--- src/rtl/rx_logic.sv ---
// Serial receive front end: samples SSPCLKIN/SSPFSSIN/SSPRXD in the PCLK domain and assembles 8-bit MSB-first frames.
// Define RX_INPUT_SYNC_EN to insert 2-flop input synchronizers (adds 2 cycles of latency).
module rx_logic (
    input  logic       PCLK,
    input  logic       CLEAR,
    input  logic       SSPCLKIN,
    input  logic       SSPFSSIN,
    input  logic       SSPRXD,
    input  logic       SSPRXINTR,
    input  logic       ovr_clr,
    output logic [7:0] RxData,
    output logic       rx_ready,
    output logic       rx_overrun
);

    typedef enum logic {IDLE, SHIFT} state_t;

    logic clk_s2;
    logic fss_s2;
    logic rxd_s2;
    logic clk_s3;
    logic sample_en;

`ifdef RX_INPUT_SYNC_EN
    logic clk_s1_reg, fss_s1_reg, rxd_s1_reg;
    logic clk_s2_reg, fss_s2_reg, rxd_s2_reg;
    logic clk_s3_reg;

    always_ff @(posedge PCLK or posedge CLEAR) begin
        if (CLEAR) begin
            clk_s1_reg <= 1'b0;
            fss_s1_reg <= 1'b0;
            rxd_s1_reg <= 1'b0;
            clk_s2_reg <= 1'b0;
            fss_s2_reg <= 1'b0;
            rxd_s2_reg <= 1'b0;
            clk_s3_reg <= 1'b0;
        end else begin
            clk_s1_reg <= SSPCLKIN;
            fss_s1_reg <= SSPFSSIN;
            rxd_s1_reg <= SSPRXD;
            clk_s2_reg <= clk_s1_reg;
            fss_s2_reg <= fss_s1_reg;
            rxd_s2_reg <= rxd_s1_reg;
            clk_s3_reg <= clk_s2_reg;
        end
    end

    assign clk_s2 = clk_s2_reg;
    assign fss_s2 = fss_s2_reg;
    assign rxd_s2 = rxd_s2_reg;
    assign clk_s3 = clk_s3_reg;
`else
    // Pins are already PCLK-synchronous; only the clock needs a delayed copy for edge detection.
    logic clk_d_reg;

    always_ff @(posedge PCLK or posedge CLEAR) begin
        if (CLEAR) clk_d_reg <= 1'b0;
        else       clk_d_reg <= SSPCLKIN;
    end

    assign clk_s2 = SSPCLKIN;
    assign fss_s2 = SSPFSSIN;
    assign rxd_s2 = SSPRXD;
    assign clk_s3 = clk_d_reg;
`endif

    assign sample_en = clk_s3 & ~clk_s2;

    state_t     state_reg;
    logic [2:0] bitcnt_reg;
    // Only the first seven bits are held; the eighth comes straight from rxd on the completing edge.
    logic [6:0] shreg_reg;
    logic       pend_reg;
    logic       pend_d_reg;
    logic       word_done;

    assign word_done = sample_en && (state_reg == SHIFT) && (bitcnt_reg == 3'd7);

    always_ff @(posedge PCLK or posedge CLEAR) begin
        if (CLEAR) begin
            state_reg  <= IDLE;
            bitcnt_reg <= 3'd0;
            shreg_reg  <= 7'd0;
            pend_reg   <= 1'b0;
            pend_d_reg <= 1'b0;
            RxData     <= 8'h00;
            rx_ready   <= 1'b0;
            rx_overrun <= 1'b0;
        end else begin
            pend_reg   <= 1'b0;
            pend_d_reg <= pend_reg;
            // Two-cycle strobe, starting the cycle after RxData updates.
            rx_ready   <= pend_reg | pend_d_reg;

            if (sample_en) begin
                case (state_reg)
                    IDLE: begin
                        if (fss_s2) begin
                            state_reg  <= SHIFT;
                            bitcnt_reg <= 3'd0;
                        end
                    end
                    SHIFT: begin
                        shreg_reg <= {shreg_reg[5:0], rxd_s2};
                        if (bitcnt_reg == 3'd7) begin
                            bitcnt_reg <= 3'd0;
                            state_reg  <= fss_s2 ? SHIFT : IDLE;
                            if (!SSPRXINTR) begin
                                RxData   <= {shreg_reg, rxd_s2};
                                pend_reg <= 1'b1;
                            end
                        end else begin
                            bitcnt_reg <= bitcnt_reg + 3'd1;
                        end
                    end
                    default: state_reg <= IDLE;
                endcase
            end

            if (word_done && SSPRXINTR) rx_overrun <= 1'b1;
            else if (ovr_clr)           rx_overrun <= 1'b0;
        end
    end

endmodule

--- config.mk ---
export PLATFORM = sky130hd
export DESIGN_NAME = rx_logic
export DESIGN_NICKNAME = d
export VERILOG_FILES = /design/src/rtl/rx_logic.sv
export SDC_FILE = /design/constraint.sdc
export NUM_CORES = 1
export LEC_CHECK = 0
export CAP_MARGIN = 40
export CORE_MARGIN = 4
export CORE_UTILIZATION = 45
export DETAILED_ROUTE_END_ITERATION = 8
export GPL_ROUTABILITY_DRIVEN = 0
export PLACE_DENSITY = 0.7
export SETUP_SLACK_MARGIN = 0.4
export SYNTH_ARGS = -nofsm -noshare
export SYNTH_HDL_FRONTEND = slang
export SYNTH_SLANG_ARGS = --single-unit
--- constraint.sdc ---
create_clock -name PCLK -period 2.67 [get_ports PCLK]
set_clock_uncertainty 0.2 [all_clocks]
set_input_delay 0.534 -clock PCLK [delete_from_list [all_inputs] [get_ports PCLK]]
set_output_delay 0.534 -clock PCLK [all_outputs]
set_load 0.01 [all_outputs]
Word level (Yosys, flattened, before mapping)
Cells that the tools add are included.
{"block": "classes", "reduce_logical": 7, "add_sub_neg": 1, "bitwise": 5, "n_mux": 12, "n_eq_ne": 2}
{"cell": "$mux 1", "n": 8}
{"cell": "$mux 3", "n": 2}
{"cell": "$pmux 3 s2", "n": 1}
{"cell": "$reduce_and 2->1", "n": 2}
{"cell": "$reduce_and 4->1", "n": 1}
{"cell": "$add 3x1->3 const B", "n": 1}
{"cell": "$eq 3x3->1 const B", "n": 1}
{"cell": "$logic_and 1x1->1", "n": 3}
{"cell": "$not 1->1", "n": 3}
{"cell": "$ne 2x2->1 const B", "n": 1}
{"cell": "$pmux 1 s2", "n": 1}
{"cell": "$reduce_bool 2->1", "n": 1}
{"cell": "$and 1x1->1", "n": 1}
{"cell": "$or 1x1->1", "n": 1}
{"block": "totals", "out_inout_bits": 10, "register_bits": 24, "input_bits": 7, "elab_cells": 36}

Logic depth before layout (Yosys ltp)
{"block": "logic_depth", "ltp_word": 6, "depth_mapped": 5, "depth_no_buf": 4}

Worst setup path after synthesis
OpenSTA, ideal clock, no wires.
{"block": "synth_timing", "path_type": "input to register", "from": "input SSPCLKIN", "to": "register RxData[0]", "path_stages": 4, "t_arrival_ns": 1.357, "path_slack_ns": 0.988, "path_cell_list": "nand3b_1 -> nor3b_2 -> buf_4 -> mux2_2"}
{"block": "synth_via", "elab_chain_len": 3}
{"item": "start, declared", "line_no": "6", "text": "input logic SSPCLKIN,"}
{"item": "$not 1->1", "line_no": "68", "text": "assign sample_en = clk_s3 & ~clk_s2;"}
{"item": "$and 1x1->1", "line_no": "68"}
{"item": "$reduce_and 4->1 (no line)"}
{"item": "end signal, assigned", "line_no": "110", "text": "RxData <= {shreg_reg, rxd_s2};"}
{"item": "end, declared", "line_no": "11", "text": "output logic [7:0] RxData,"}
Every way passes these cells.
A chain may end at the register's enable or synchronous reset.

Worst setup path after layout
{"block": "layout_timing", "from": "register RxData[3]", "to": "output RxData[3]"}
No word-level cell between the ends.

==> metrics.cfg <==
[floorplanning]
coreArea_mm2 = 0.00196
dieArea_mm2 = 0.00284
initial_core_util = 0.471
ios = 17
rows = 16
die_x_um = 53.3
die_h_um = 53.3

[clock_tree]
worst_skew_pair.late_latency_ns = 0.31
cts_root_buf = clkbuf_4
htreeDepth = 1
cts_resized = 0
cts_buffer_depth = 2
path_clk_slew_ns = 0.13
cts.hold.buffers_added = 0
post-cts-setup-buffer-count = 0
cts_buffers = 3
cts_tree = yes
cts.sinks = 24

[sta]
max_freq_ghz = 0.512
setup_violations = 0
finalCritPeriodShare = 0.732
drv_slew = 0
hold_violations = 0
maxSlewHeadroom = 0.765
tightest_slew_ns = 0.349
fin_crit_ns = 1.95
finalWorstSetupSlack_ns = 0.716
tns_ns = 0
rsz0062_at_grt = no
holdWs_ns = 0.182

[layout]
area_growth_pct = 27.7
drive_gt1_frac = 0.296
nNetsFinal = 92
nFillCells = 181
antenna_cells = 0
largest_reg_flops = 8

[run]
maxCapViolations = 0

[detailed_routing]
wl_mm = 1.41
drtIter0Drc = 3
num_vias = 524
drc_errors = 0
met3_length_um = 54
wl_met2_um = 676
routedWlPerCell_um = 13.0
antenna_left = 0
post_drt_via_cell_ratio = 4.85
wirelength_met1_um = 677
topRoutingLayerUsed = met3
first_pass_iters = 3

[power]
peakVddDrop_v = 0.000523
power_density_mw_per_mm2 = 862
p_leak_nw = 0.557

[global_routing]
grt_max_degree = 25
grt_pass1_wl_mm = 2.42
grt_pass1_vias = 529
overflow = 0
antenna_found_initial = 0
grtUsageTotal = 0.126

[synthesis]
syn_nets = 70
synth_seq_cells = 24
synth_top_cell_area_share = 0.650
yosysSeqAreaShare = 0.650
ys_warn_count = 0
syn_area_um2 = 925
netlist_top_cells_area = dfrtp_1 65%, mux2_2 18%, ha_1 4.1%
synth_top_area_cell = dfrtp_1
postSynthAreaPerCell_um2 = 15.4
synth_cells = 60
synth_cell_types = 18

[setup_path]
crit_arrival_ns = 1.22
max_stage_delay_ns = 0.54
cp_slowest_cell = clkdlybuf4s50_1
crit_family = buffers and inverters
crit_path_max_fanout = 2
worstPathRequired_ns = 1.94
crit_type = flop to output pin
critPathCaptureType = output pin
cp-start-kind = flop
r2r_slack_ns = 0.90
worstPathCellList = clkdlybuf4s50_1
crit_buf_inv = 1

[worst_hold_path]
min_path_type = flop to flop

[place]
dp_worst_setup_slack_ns = 0.409
port_buffers = 16
dp_hpwl_um = 999

[status]
status = completed

-- report_power, final --
group / internal (W) / switching [W] / total, W
clock network: 0.000152 / 0.000108 / 0.000260
registers: 0.000464 / 0.0000626 / 0.000526
logic: 0.000153 / 0.0000787 / 0.000232
total: 0.000769 / 0.000249 / 0.00102
-- final timing paths --
| kind | start | end | cells past startpoint |
|---|---|---|---|
| max reg2reg | bitcnt_reg[0] | RxData[7] | 5 |
| min | pend_reg | pend_d_reg | 0 |
| min reg2reg | pend_reg | pend_d_reg | 0 |
| min in group asynchronous | CLEAR | rx_ready | 3 |
| max | RxData[3] | RxData[3] | 1 |
| max in group asynchronous | CLEAR | state_reg | 3 |
-- cell usage in the layout (no fill, tap or decap) --
| cell type | count |
|---|---|
| a21o_1 | 2 |
| clkbuf_4 | 3 |
| a22o_1 | 1 |
| nand2_1 | 2 |
| dfrtp_1 | 24 |
| ha_1 | 3 |
| o21ai_0 | 1 |
| buf_4 | 3 |
| nor2b_1 | 1 |
| or2_2 | 1 |
| a32o_1 | 1 |
| nor3b_2 | 1 |
| mux2_2 | 15 |
| inv_1 | 2 |
| bufinv_16 | 1 |
| nand3b_1 | 1 |
| o22ai_1 | 1 |
| clkdlybuf4s50_1 | 16 |
| nor3_1 | 1 |
| nor3b_1 | 1 |
-- metal layers --
layer  track usage  up-vias
met5             0        -
met4        0.0766        0
met3        0.0254        0
met2         0.176        9
met1         0.176      263
li1              -      252
-- worst reg2reg max path: cells and delay by family (launching register included) --
family	cells	cell delay, ns
fa+ha+maj	2	0.37
buf+inv	1	0.19
flops	1	0.40
mux	1	0.35
simple gates	1	0.16
-- layout make-up --
type	instances	area (um2)	share of cell area
Timing Repair Buffer	19	183	0.155
Tap cell	27	33.8	0.0286
Inverter	2	7.51	0.00636
Multi-Input combinational cell	32	304	0.257
Clock buffer	3	22.5	0.0191
Clock inverter	1	30.0	0.0254
Sequential cell	24	601	0.508
-- cell families (layout without fill, tap and decap cells) --
logic type	count (synthesis)	after routing	share of synthesized area
buffers and inverters	4	25	0.0217
AND/OR/NAND/NOR	8	8	0.0568
AO/OA/AOI/OAI	6	6	0.0487
flip-flops	24	24	0.650
multiplexers	15	15	0.183
adder cells (fa/ha/maj)	3	3	0.0406
-- cells in the mapped netlist --
master and count:
o22ai_1 1, nand2_1 2, nor3b_1 1, nand3b_1 1, o21ai_0 1, dfrtp_1 24
or2_2 1, buf_2 1, a32o_1 1, a22o_1 1, inv_1 2, mux2_2 15
a21o_1 2, nor2b_1 1, ha_1 3, nor3b_2 1, nor3_1 1, buf_4 1
-- per-stage QoR --
stage	instances	util	total power (W)	cell area, um2
3_3_place_gp	104	0.575	0.000760	1130
2_1_floorplan	60	-	0.000663	925
4_1_cts	108	0.602	0.00103	1180
6_report	108	0.602	0.00102	1180
3_5_place_dp	104	0.575	0.000772	1130
5_1_grt	108	0.602	0.00108	1180
Power figures use the tool's default switching activity.
